File: src/rtl/decimal_counter_4d.sv
// Four-digit BCD event counter driven by a same-domain divided tick; wraps at MAX_COUNT.
// Optional down counting is compiled in when COUNT_DOWN_EN is defined.
module decimal_counter_4d #(
  parameter int unsigned MAX_COUNT = 9999
) (
  input  logic        iClk,
  input  logic        iRst,
  input  logic        iTick,
  input  logic        iEnable,
  input  logic        iClear,
  input  logic        iDown,
  output logic [15:0] oBcd,
  output logic        oCarry
);

  localparam int unsigned DIGITS  = 4;
  localparam int unsigned DIGIT_W = 4;
  localparam int unsigned BCD_W   = DIGITS * DIGIT_W;

  // Decimal integer to packed BCD, evaluated at elaboration for the wrap value.
  function automatic logic [BCD_W-1:0] to_bcd(input int unsigned n);
    logic [BCD_W-1:0] r;
    int unsigned      v;
    r = '0;
    v = n;
    for (int i = 0; i < DIGITS; i++) begin
      r[i*DIGIT_W +: DIGIT_W] = DIGIT_W'(v % 10);
      v = v / 10;
    end
    return r;
  endfunction

  localparam logic [BCD_W-1:0] MAX_BCD = to_bcd(MAX_COUNT);

  // Ripple increment; a digit at 9 (or any out-of-range nibble) rolls to 0 and carries on.
  function automatic logic [BCD_W-1:0] bcd_inc(input logic [BCD_W-1:0] v);
    logic [BCD_W-1:0]   r;
    logic [DIGIT_W-1:0] d;
    logic               cy;
    r  = v;
    cy = 1'b1;
    for (int i = 0; i < DIGITS; i++) begin
      d = v[i*DIGIT_W +: DIGIT_W];
      if (cy) begin
        if (d >= DIGIT_W'(9)) begin
          d = '0;
        end else begin
          d  = d + DIGIT_W'(1);
          cy = 1'b0;
        end
      end
      r[i*DIGIT_W +: DIGIT_W] = d;
    end
    return r;
  endfunction

`ifdef COUNT_DOWN_EN
  // Ripple decrement; a digit at 0 rolls to 9 and borrows from the next one.
  function automatic logic [BCD_W-1:0] bcd_dec(input logic [BCD_W-1:0] v);
    logic [BCD_W-1:0]   r;
    logic [DIGIT_W-1:0] d;
    logic               bw;
    r  = v;
    bw = 1'b1;
    for (int i = 0; i < DIGITS; i++) begin
      d = v[i*DIGIT_W +: DIGIT_W];
      if (bw) begin
        if (d == '0) begin
          d = DIGIT_W'(9);
        end else if (d > DIGIT_W'(9)) begin
          d  = DIGIT_W'(9);
          bw = 1'b0;
        end else begin
          d  = d - DIGIT_W'(1);
          bw = 1'b0;
        end
      end
      r[i*DIGIT_W +: DIGIT_W] = d;
    end
    return r;
  endfunction
`else
  logic down_unused;
  assign down_unused = iDown;
`endif

  logic             tick_q, tick_d;
  logic [BCD_W-1:0] bcd_q, bcd_d;
  logic             carry_q, carry_d;
  logic             tick_evt_c;

  // Next-state: clear beats an enabled event; tick history always follows iTick.
  always_comb begin
    tick_d     = iTick;
    tick_evt_c = iTick & ~tick_q;
    bcd_d      = bcd_q;
    carry_d    = 1'b0;
    if (iClear) begin
      bcd_d = '0;
    end else if (tick_evt_c && iEnable) begin
`ifdef COUNT_DOWN_EN
      if (iDown) begin
        if (bcd_q == '0) begin
          bcd_d   = MAX_BCD;
          carry_d = 1'b1;
        end else begin
          bcd_d = bcd_dec(bcd_q);
        end
      end else
`endif
      begin
        if (bcd_q >= MAX_BCD) begin
          bcd_d   = '0;
          carry_d = 1'b1;
        end else begin
          bcd_d = bcd_inc(bcd_q);
        end
      end
    end
  end

  always_ff @(posedge iClk or negedge iRst) begin
    if (!iRst) begin
      tick_q  <= 1'b0;
      bcd_q   <= '0;
      carry_q <= 1'b0;
    end else begin
      tick_q  <= tick_d;
      bcd_q   <= bcd_d;
      carry_q <= carry_d;
    end
  end

  assign oBcd   = bcd_q;
  assign oCarry = carry_q;

endmodule

File: config.mk
export PLATFORM = sky130hd
export DESIGN_NAME = decimal_counter_4d
export DESIGN_NICKNAME = d
export VERILOG_FILES = /design/src/rtl/decimal_counter_4d.sv
export SDC_FILE = /design/constraint.sdc
export NUM_CORES = 1
export LEC_CHECK = 0
export CAP_MARGIN = 30
export CORE_MARGIN = 1.5
export CORE_UTILIZATION = 50
export DETAILED_ROUTE_END_ITERATION = 6
export PLACE_DENSITY = 0.76
export RECOVER_POWER = 50
export SYNTH_ARGS = -nofsm -noshare
export SYNTH_HDL_FRONTEND = slang
export SYNTH_SLANG_ARGS = --single-unit
File: constraint.sdc
create_clock -name iClk -period 2.64 [get_ports iClk]
set_input_delay 0.396 -clock iClk [delete_from_list [all_inputs] [get_ports iClk]]
set_output_delay 0.396 -clock iClk [all_outputs]
set_load 0.005 [all_outputs]
Yosys cells after proc, flatten, opt, wreduce, memory -nomap -nowiden --
Cells that the tools add are included.
Word-level totals: register bits after elaboration 18, input bits 6, output and inout port bits 17, word-level logic and storage cells 52
Cells by class: add/sub/neg operators 4, magnitude comparators 5, multiplexer cells 27, bitwise logic cells 2, reductions and logical operators 8
Operators by type and width (number):
- 16-bit 2-to-1 mux | 3
- 4-bit 2-to-1 mux | 7
- 1-bit 2-to-1 mux | 17
- 4-bit by 1-bit adder with 4-bit output (second input constant) | 4
- 16-bit >= comparator (second input constant) | 1
- 4-bit >= comparator (second input constant) | 4
- 3-bit nonzero test | 3
- 2-bit AND reduction | 3
- 2-bit nonzero test | 1
- 1-bit AND | 1
- 1-bit logical AND | 1
- 1-bit inverter | 1

Longest topological paths before layout --
Gate-level depths: netlist of the first run.
depth after elaboration 17, gate-level depth with buffers 8

Worst setup path after synthesis of the first run --
Ideal clock, no wire load.
kind reg2reg, from register bcd_q[0], in the netlist oBcd[0], to register bcd_q[3], in the netlist oBcd[3], setup time 68 ps, data arrival time 2082 ps, data required time 2572 ps, path slack 490 ps, stages on the path, launching flop included 7, buffers on the path 0, period minus slack after synthesis 2150 ps, path through dfrtp_1 -> ha_1 -> or3b_4 -> a311o_2 -> a2111oi_4 -> a21o_1 -> a32o_1
Between the ends: longest elaborated chain between the ends 5, elaborated cells on any way between the ends 7, classes of those cells add/sub: 1; order compare: 2; mux: 4
Ends and longest elaborated chain:
- start: declaration | line 88 | logic [BCD_W-1:0] bcd_q, bcd_d;
- start signal: assignment | line 125 | bcd_q <= '0;
- start signal: assignment | line 129 | bcd_q <= bcd_d;
- parallel branches: the longest is 2 deep, another holds 16-bit >= comparator
- 16-bit 2-to-1 mux * | line 112 | if (bcd_q >= MAX_BCD) begin
- 16-bit 2-to-1 mux * | line 100 | end else if (tick_evt_c && iEnable) begin
- 16-bit 2-to-1 mux * | line 98 | if (iClear) begin
Every way passes the cells marked *. The select of a mux whose other input is x is not followed. A chain may end at the register's enable or synchronous reset.

Worst setup path in the final report of the first run --
from register bcd_q[0], in the netlist oBcd[0], to register bcd_q[8], in the netlist oBcd[8]
Between the ends: longest elaborated chain between the ends 11, elaborated cells on any way between the ends 15, classes of those cells order compare: 2; mux: 11; reduce/logical: 2
Ends and longest elaborated chain:
- 4-bit >= comparator | line 45 | if (d >= DIGIT_W'(9)) begin
- 1-bit 2-to-1 mux | line 45
- 1-bit 2-to-1 mux | line 112
- 1-bit 2-to-1 mux | line 100
- 1-bit 2-to-1 mux | line 98
- 1-bit 2-to-1 mux | line 44 | if (cy) begin
- 1-bit 2-to-1 mux | line 112
- 1-bit 2-to-1 mux | line 100
- 1-bit 2-to-1 mux | line 98
- 3-bit nonzero test (no source line)
- 2-bit AND reduction (no source line)
Parallel ways exist; a longest one is shown, timed or not. The select of a mux whose other input is x is not followed.

==> impl_metrics.csv, run 1 <==
group,metric,value,unit
place,place_inst,180,
pwr,peakVddDrop,358,uV
pwr,finalPower,529,uW
yosys,synth_seq_cells,18,
timing,slew_headroom,44.5,%
timing,setup_viol,0,
yosys,synth-async-reset-ratio,100,%
route,drc,0,
route,drt-initial-drc-count,22,
place,hpwl,2010,um
setup_path,crit_slowest_cell,"dfrtp_1",
yosys,netlist_top_cells_area,"dfrtp_1 37%, ha_1 12%, inv_1 4.0%",
timing,skew,0.00244,ns
clock_network,hold_buffers,0,
status,status,"completed",
setup_path,path_max_fanout,12,
yosys,syn_inst,131,
timing,hold_viol_final,0,
timing,slew_violations,0,
timing,fmax,0.408,GHz
job,maxCapViolCount,0,
setup_path,worstPathArrival,2.69,ns
setup_path,worst_ep_required_time,2.88,ns
yosys,ys_types,40,
setup_path,cp_cell_sequence,"ha_1, or3b_4, a311o_2, a21oi_1, buf_12, nor3b_1, mux2_2",
floorplanning,die_x,52.5,um
setup_path,crit_type,"register to register",
route,final_antenna_net_count,0,
floorplanning,die_area,2760,um2
yosys,synth-seq-area-share,36.7,%
route,viasPerCell,5.80,
cells_and_area,areaGrowthSynthToFinish,24.5,%
pwr,leakage,0.687,nW
floorplanning,initial_utilization,54.4,%
place,portBuffers,21,
global_route,grt_usage,22.3,%
clock_network,path_clk_slew,0.10,ns
cells_and_area,fillers,200,
yosys,synth_area_leader_cell,"dfrtp_1",
clock_network,max-clock-path-buffers,2,
clock_network,htreeDepth,1,
yosys,syn_avg_cell_area,9.36,um2
floorplanning,core_area,2250,um2
global_route,grt_antenna_before_repair,0,
global_route,grt_remaining_overflow,0,
route,routed_wl,2740,um
clock_network,cts_made_buffers,3,
timing,rsz0062_at_grt,"no",
route,avgRoutedWirePerCell,14.9,um
cells_and_area,ff_latch_area,450,um2
cells_and_area,layout_common_cells,"18 x dfrtp_1, 13 x inv_1, 13 x nand2_1",
timing,tightest_slew,0.830,ns
yosys,syn_area,1230,um2
cells_and_area,multi_input_area,711,um2
setup_path,slowest_delay,0.47,ns
cells_and_area,diodes,0,
clock_network,cts_setup_buffers,0,
yosys,yosysTopAreaCellShare,36.7,%
cells_and_area,fin_cells,184,
yosys,synth_edf_count,0,
yosys,synth_top_flop_cell,"dfrtp_1",
cells_and_area,final_nets,175,
place,routabilityCongestion,0.815,
floorplanning,die_height,52.5,um
clock_network,ctsResizeCount,0,
global_route,grt_max_degree,19,
route,firstDrtPassIters,4,
yosys,synth_nets,149,
clock_network,clk_latency,0.29,ns
global_route,grt_first_pass_wirelength,4620,um
global_route,grt_pass1_vias,1029,
floorplanning,io_pins,23,
clock_network,clock-sinks,18,
pwr,p_per_area,346,nW/um2
hold_path,hold_class,"register to register",
clock_network,root_buffer,"clkbuf_4",
route,vias,1067,
timing,fin_setup_tns,0,ns
setup_path,start_kind,"register",
cells_and_area,final_common_cell,"dfrtp_1",
setup_path,worstSetupEndpointType,"register",
timing,period_minus_slack,2.45,ns
cells_and_area,drive_gt1_share,10.3,%
floorplanning,rows,17,
clock_network,cts_tree,"built",
timing,fin_crit_sh,92.9,%
yosys,yosys_warnings,0,
synthesized netlist by cell type, drive strengths merged, types with 2 or more instances:
cell type and count:
ha 12, nor3 2, nand3b 2, nand4b 2, nor4 2, o21ai 9
nor3b 2, nand3 7, a22o 5, nor2b 3, dfrtp 18, a21oi 4
a21o 3, or3b 3, inv 13, nand2 13, nand4 3, o41ai 2
nor2 6, and4 2, and2 3, buf 2
per-stage QoR:
step	cell area (um2)	setup WS [ns]	utilization [%]	hold WS, ns
after global placement	1490	0.280	66.1	0.558
final	1530	0.187	67.7	0.605
after detailed placement	1490	0.224	66.1	0.574
after floorplan	1230	0.490	-	0.100
after CTS	1530	0.191	67.7	0.566
after global routing	1530	0.0617	67.7	0.655
cell type report:
| type | instances | share of cell area [%] |
|---|---|---|
| Tap cell | 28 | 2.30 |
| Inverter | 13 | 3.20 |
| Clock buffer | 4 | 2.38 |
| Timing Repair Buffer | 24 | 16.1 |
| Sequential cell | 18 | 29.5 |
| Multi-Input combinational cell | 97 | 46.6 |
kinds of logic after synthesis:
family / Yosys count / synth area share, %
buffers and inverters: 16 / 5.31
flip-flops: 18 / 36.7
AND/OR/NAND/NOR: 51 / 23.5
multiplexers: 2 / 1.73
AO/OA/AOI/OAI: 32 / 20.5
adder cells (fa/ha/maj): 12 / 12.2
flip-flops by register name, summed over array words and instances (netlist names):
name	count
oBcd	16
oCarry	1
tick_q	1
worst max-delay path: cells and delay by family, from the launching register on:
family	cells	cell delay, ns
AOI/OAI and AO/OA	2	0.69
buffers and inverters	1	0.17
and+or+nand+nor	2	0.65
muxes	1	0.20
adders and majority gates	1	0.23
DFF	1	0.47
path summary, 6_finish.rpt:
path	start	to	slack [ns]	cells after the start
max	oBcd[0]	oBcd[8]	0.19	7
min	oBcd[1]	oBcd[1]	0.60	2
max reg2reg	oBcd[0]	oBcd[8]	0.19	7
min reg2reg	oBcd[1]	oBcd[1]	0.60	2
max in group asynchronous	iRst	oBcd[15]	1.50	1
min in group asynchronous	iRst	oBcd[1]	0.64	1
per-layer routing:
layer | vias to the layer above | part of all wire (%) | GRT usage, % | wire length, um
met5 | - | 0 | 0 | 0
met2 | 28 | 48 | 40.0 | 1310
met3 | 2 | 3.7 | 4.57 | 102
met1 | 508 | 48 | 27.6 | 1310
met4 | 0 | 0.69 | 4.27 | 19
li1 | 529 | - | - | -
power by group:
| group | internal (mW) | total (mW) | switching, mW | leakage [nW] |
|---|---|---|---|---|
| logic | 0.0319 | 0.0692 | 0.0373 | 0.420 |
| registers | 0.281 | 0.289 | 0.00790 | 0.246 |
| clock network | 0.0840 | 0.171 | 0.0868 | 0.0210 |
| total | 0.397 | 0.529 | 0.132 | 0.687 |
No activity file was read; power rests on OpenSTA's default activity.
==> run 2, diff against run 1 <==
- CORE_MARGIN: 1.5 -> default
==> run 2 against run 1 <==
  * Wire length shrank 1.4%
  * Critical endpoint is now oBcd[3]
  * Critical path depth did not move
  * Utilization fell by 0.56 points
  * Largest power group unchanged
  * Total power fell by 0.52%
  * Clock power is essentially flat
  * Final cell count stayed put
  * Worst hold slack worse by 0.0031 ns
  * Highest routed layer unchanged
==> impl_metrics.csv, run 2 (synthesized netlist as in run 1, its figures left out) <==
group,metric,value,unit
pwr,peakVddDrop,253,uV
clock_network,ctsResizeCount,0,
clock_network,root_buffer,"clkbuf_4",
setup_path,r2r_cells,7,
floorplanning,io_pins,23,
timing,period_minus_slack,2.32,ns
pwr,leakage,0.683,nW
floorplanning,initial_utilization,54.4,%
global_route,grt_max_degree,19,
timing,rsz0062_at_grt,"no",
setup_path,path_max_fanout,6,
clock_network,htreeDepth,1,
floorplanning,die_height,51.5,um
cells_and_area,fillers,189,
hold_path,hold_class,"register to register",
cells_and_area,drive_gt1_share,10.3,%
setup_path,crit_path_start,"oBcd[1]",
setup_path,crit_type,"register to register",
timing,hold_viol_final,0,
floorplanning,die_area,2650,um2
status,status,"completed",
setup_path,cp_cell_sequence,"inv_1, ha_1, or3b_4, a311o_2, a2111oi_4, a21o_1, a32o_1",
clock_network,clock-sinks,18,
cells_and_area,layout_common_cells,"18 x dfrtp_1, 13 x inv_1, 13 x nand2_1",
setup_path,crit_slowest_cell,"a2111oi_4",
global_route,grt_first_pass_wirelength,4670,um
clock_network,cts_tree,"built",
timing,fin_setup_tns,0,ns
route,avgRoutedWirePerCell,14.7,um
cells_and_area,diodes,0,
route,drc,0,
setup_path,timing.rr.start,"oBcd[1]",
clock_network,max-clock-path-buffers,2,
clock_network,clk_latency,0.30,ns
setup_path,path_buf_inv,1,
clock_network,cts_made_buffers,3,
floorplanning,rows,17,
place,hpwl,2000,um
cells_and_area,final_nets,175,
setup_path,critPathTopFamily,"compound AO/OA/AOI/OAI gates",
setup_path,timing.rr.end,"oBcd[3]",
floorplanning,die_x,51.5,um
clock_network,cts_setup_buffers,0,
place,place_inst,180,
place,routabilityCongestion,0.803,
job,maxCapViolCount,0,
global_route,grt_pass1_vias,1050,
setup_path,slowest_delay,0.45,ns
timing,setup_viol,0,
route,final_antenna_net_count,0,
global_route,grt_usage,23.7,%
timing,tightest_slew,0.843,ns
timing,slew_violations,0,
timing,skew,0.00187,ns
global_route,grt_antenna_before_repair,0,
floorplanning,core_area,2250,um2
route,drt-initial-drc-count,26,
setup_path,ff2ff_setup_slack,0.32,ns
setup_path,worstPathArrival,2.57,ns
cells_and_area,largest_reg_flops,16,
route,firstDrtPassIters,4,
setup_path,critPathCapture,"oBcd[3]",
timing,holdWs,0.602,ns
cells_and_area,areaGrowthSynthToFinish,23.5,%
timing,fmax,0.430,GHz
cells_and_area,final_common_cell,"dfrtp_1",
route,viasPerCell,5.88,
timing,fin_crit_sh,88.0,%
clock_network,path_clk_slew,0.10,ns
pwr,p_per_area,347,nW/um2
setup_path,cp.depth,7,
clock_network,hold_buffers,0,
cells_and_area,fin_cells,184,
setup_path,worstSetupEndpointType,"register",
place,portBuffers,21,
global_route,grt_remaining_overflow,0,
setup_path,start_kind,"register",
timing,slew_headroom,43.6,%
route,routed_wl,2700,um
route,vias,1081,
setup_path,worst_ep_required_time,2.88,ns
run 2: cell count changes in the layout (fill, tap and decap cells not counted):
cell    delta
buf_12     -1
buf_4      +1
run 2: layout make-up:
class                           instances  area, um2  area share, %
Multi-Input combinational cell         97        711           46.9
Sequential cell                        18        450           29.8
Timing Repair Buffer                   24        233           15.4
Inverter                               13       48.8           3.22
Clock buffer                            4       36.3           2.40
Tap cell                               28       35.0           2.31
run 2: how the worst min path moves through the flow:
stage	slack (ns)	startpoint	depth (start not counted)	endpoint
CTS	0.56	iTick	1	tick_q
detailed placement	0.59	oBcd[1]	2	oBcd[1]
finish	0.60	oBcd[1]	2	oBcd[1]
global route	0.65	oBcd[9]	1	oBcd[9]
global placement	0.56	oBcd[2]	2	oBcd[2]
floorplan	0.10	iRst	0	oBcd[0]
run 2: power by group:
| group | switching (mW) | internal, mW | leakage (nW) |
|---|---|---|---|
| logic | 0.0367 | 0.0300 | 0.416 |
| registers | 0.00729 | 0.281 | 0.246 |
| clock network | 0.0871 | 0.0842 | 0.0210 |
| total | 0.131 | 0.395 | 0.683 |
run 2: metrics by stage:
| stage | cell area [um2] | worst slack [ns] | utilization, % | total power, mW |
|---|---|---|---|---|
| after floorplan | 1230 | 0.490 | - | 0.329 |
| after global placement | 1480 | 0.380 | 65.5 | 0.359 |
| after detailed placement | 1480 | 0.352 | 65.5 | 0.361 |
| after CTS | 1510 | 0.300 | 67.1 | 0.533 |
| after global routing | 1510 | 0.172 | 67.1 | 0.555 |
| final | 1510 | 0.317 | 67.1 | 0.526 |
run 2: layer usage:
layer	share of wire, %	vias up	global-route usage, %
met5	0	-	0
met3	4.3	4	4.39
met2	47	34	41.3
li1	-	530	-
met4	0.82	0	5.41
met1	48	513	30.1
run 2: tightest hold or removal path, cell delays in order, from the launching register on:
cell and delay (ns):
dfrtp_1 0.43, nand3_1 0.09, o41ai_1 0.06
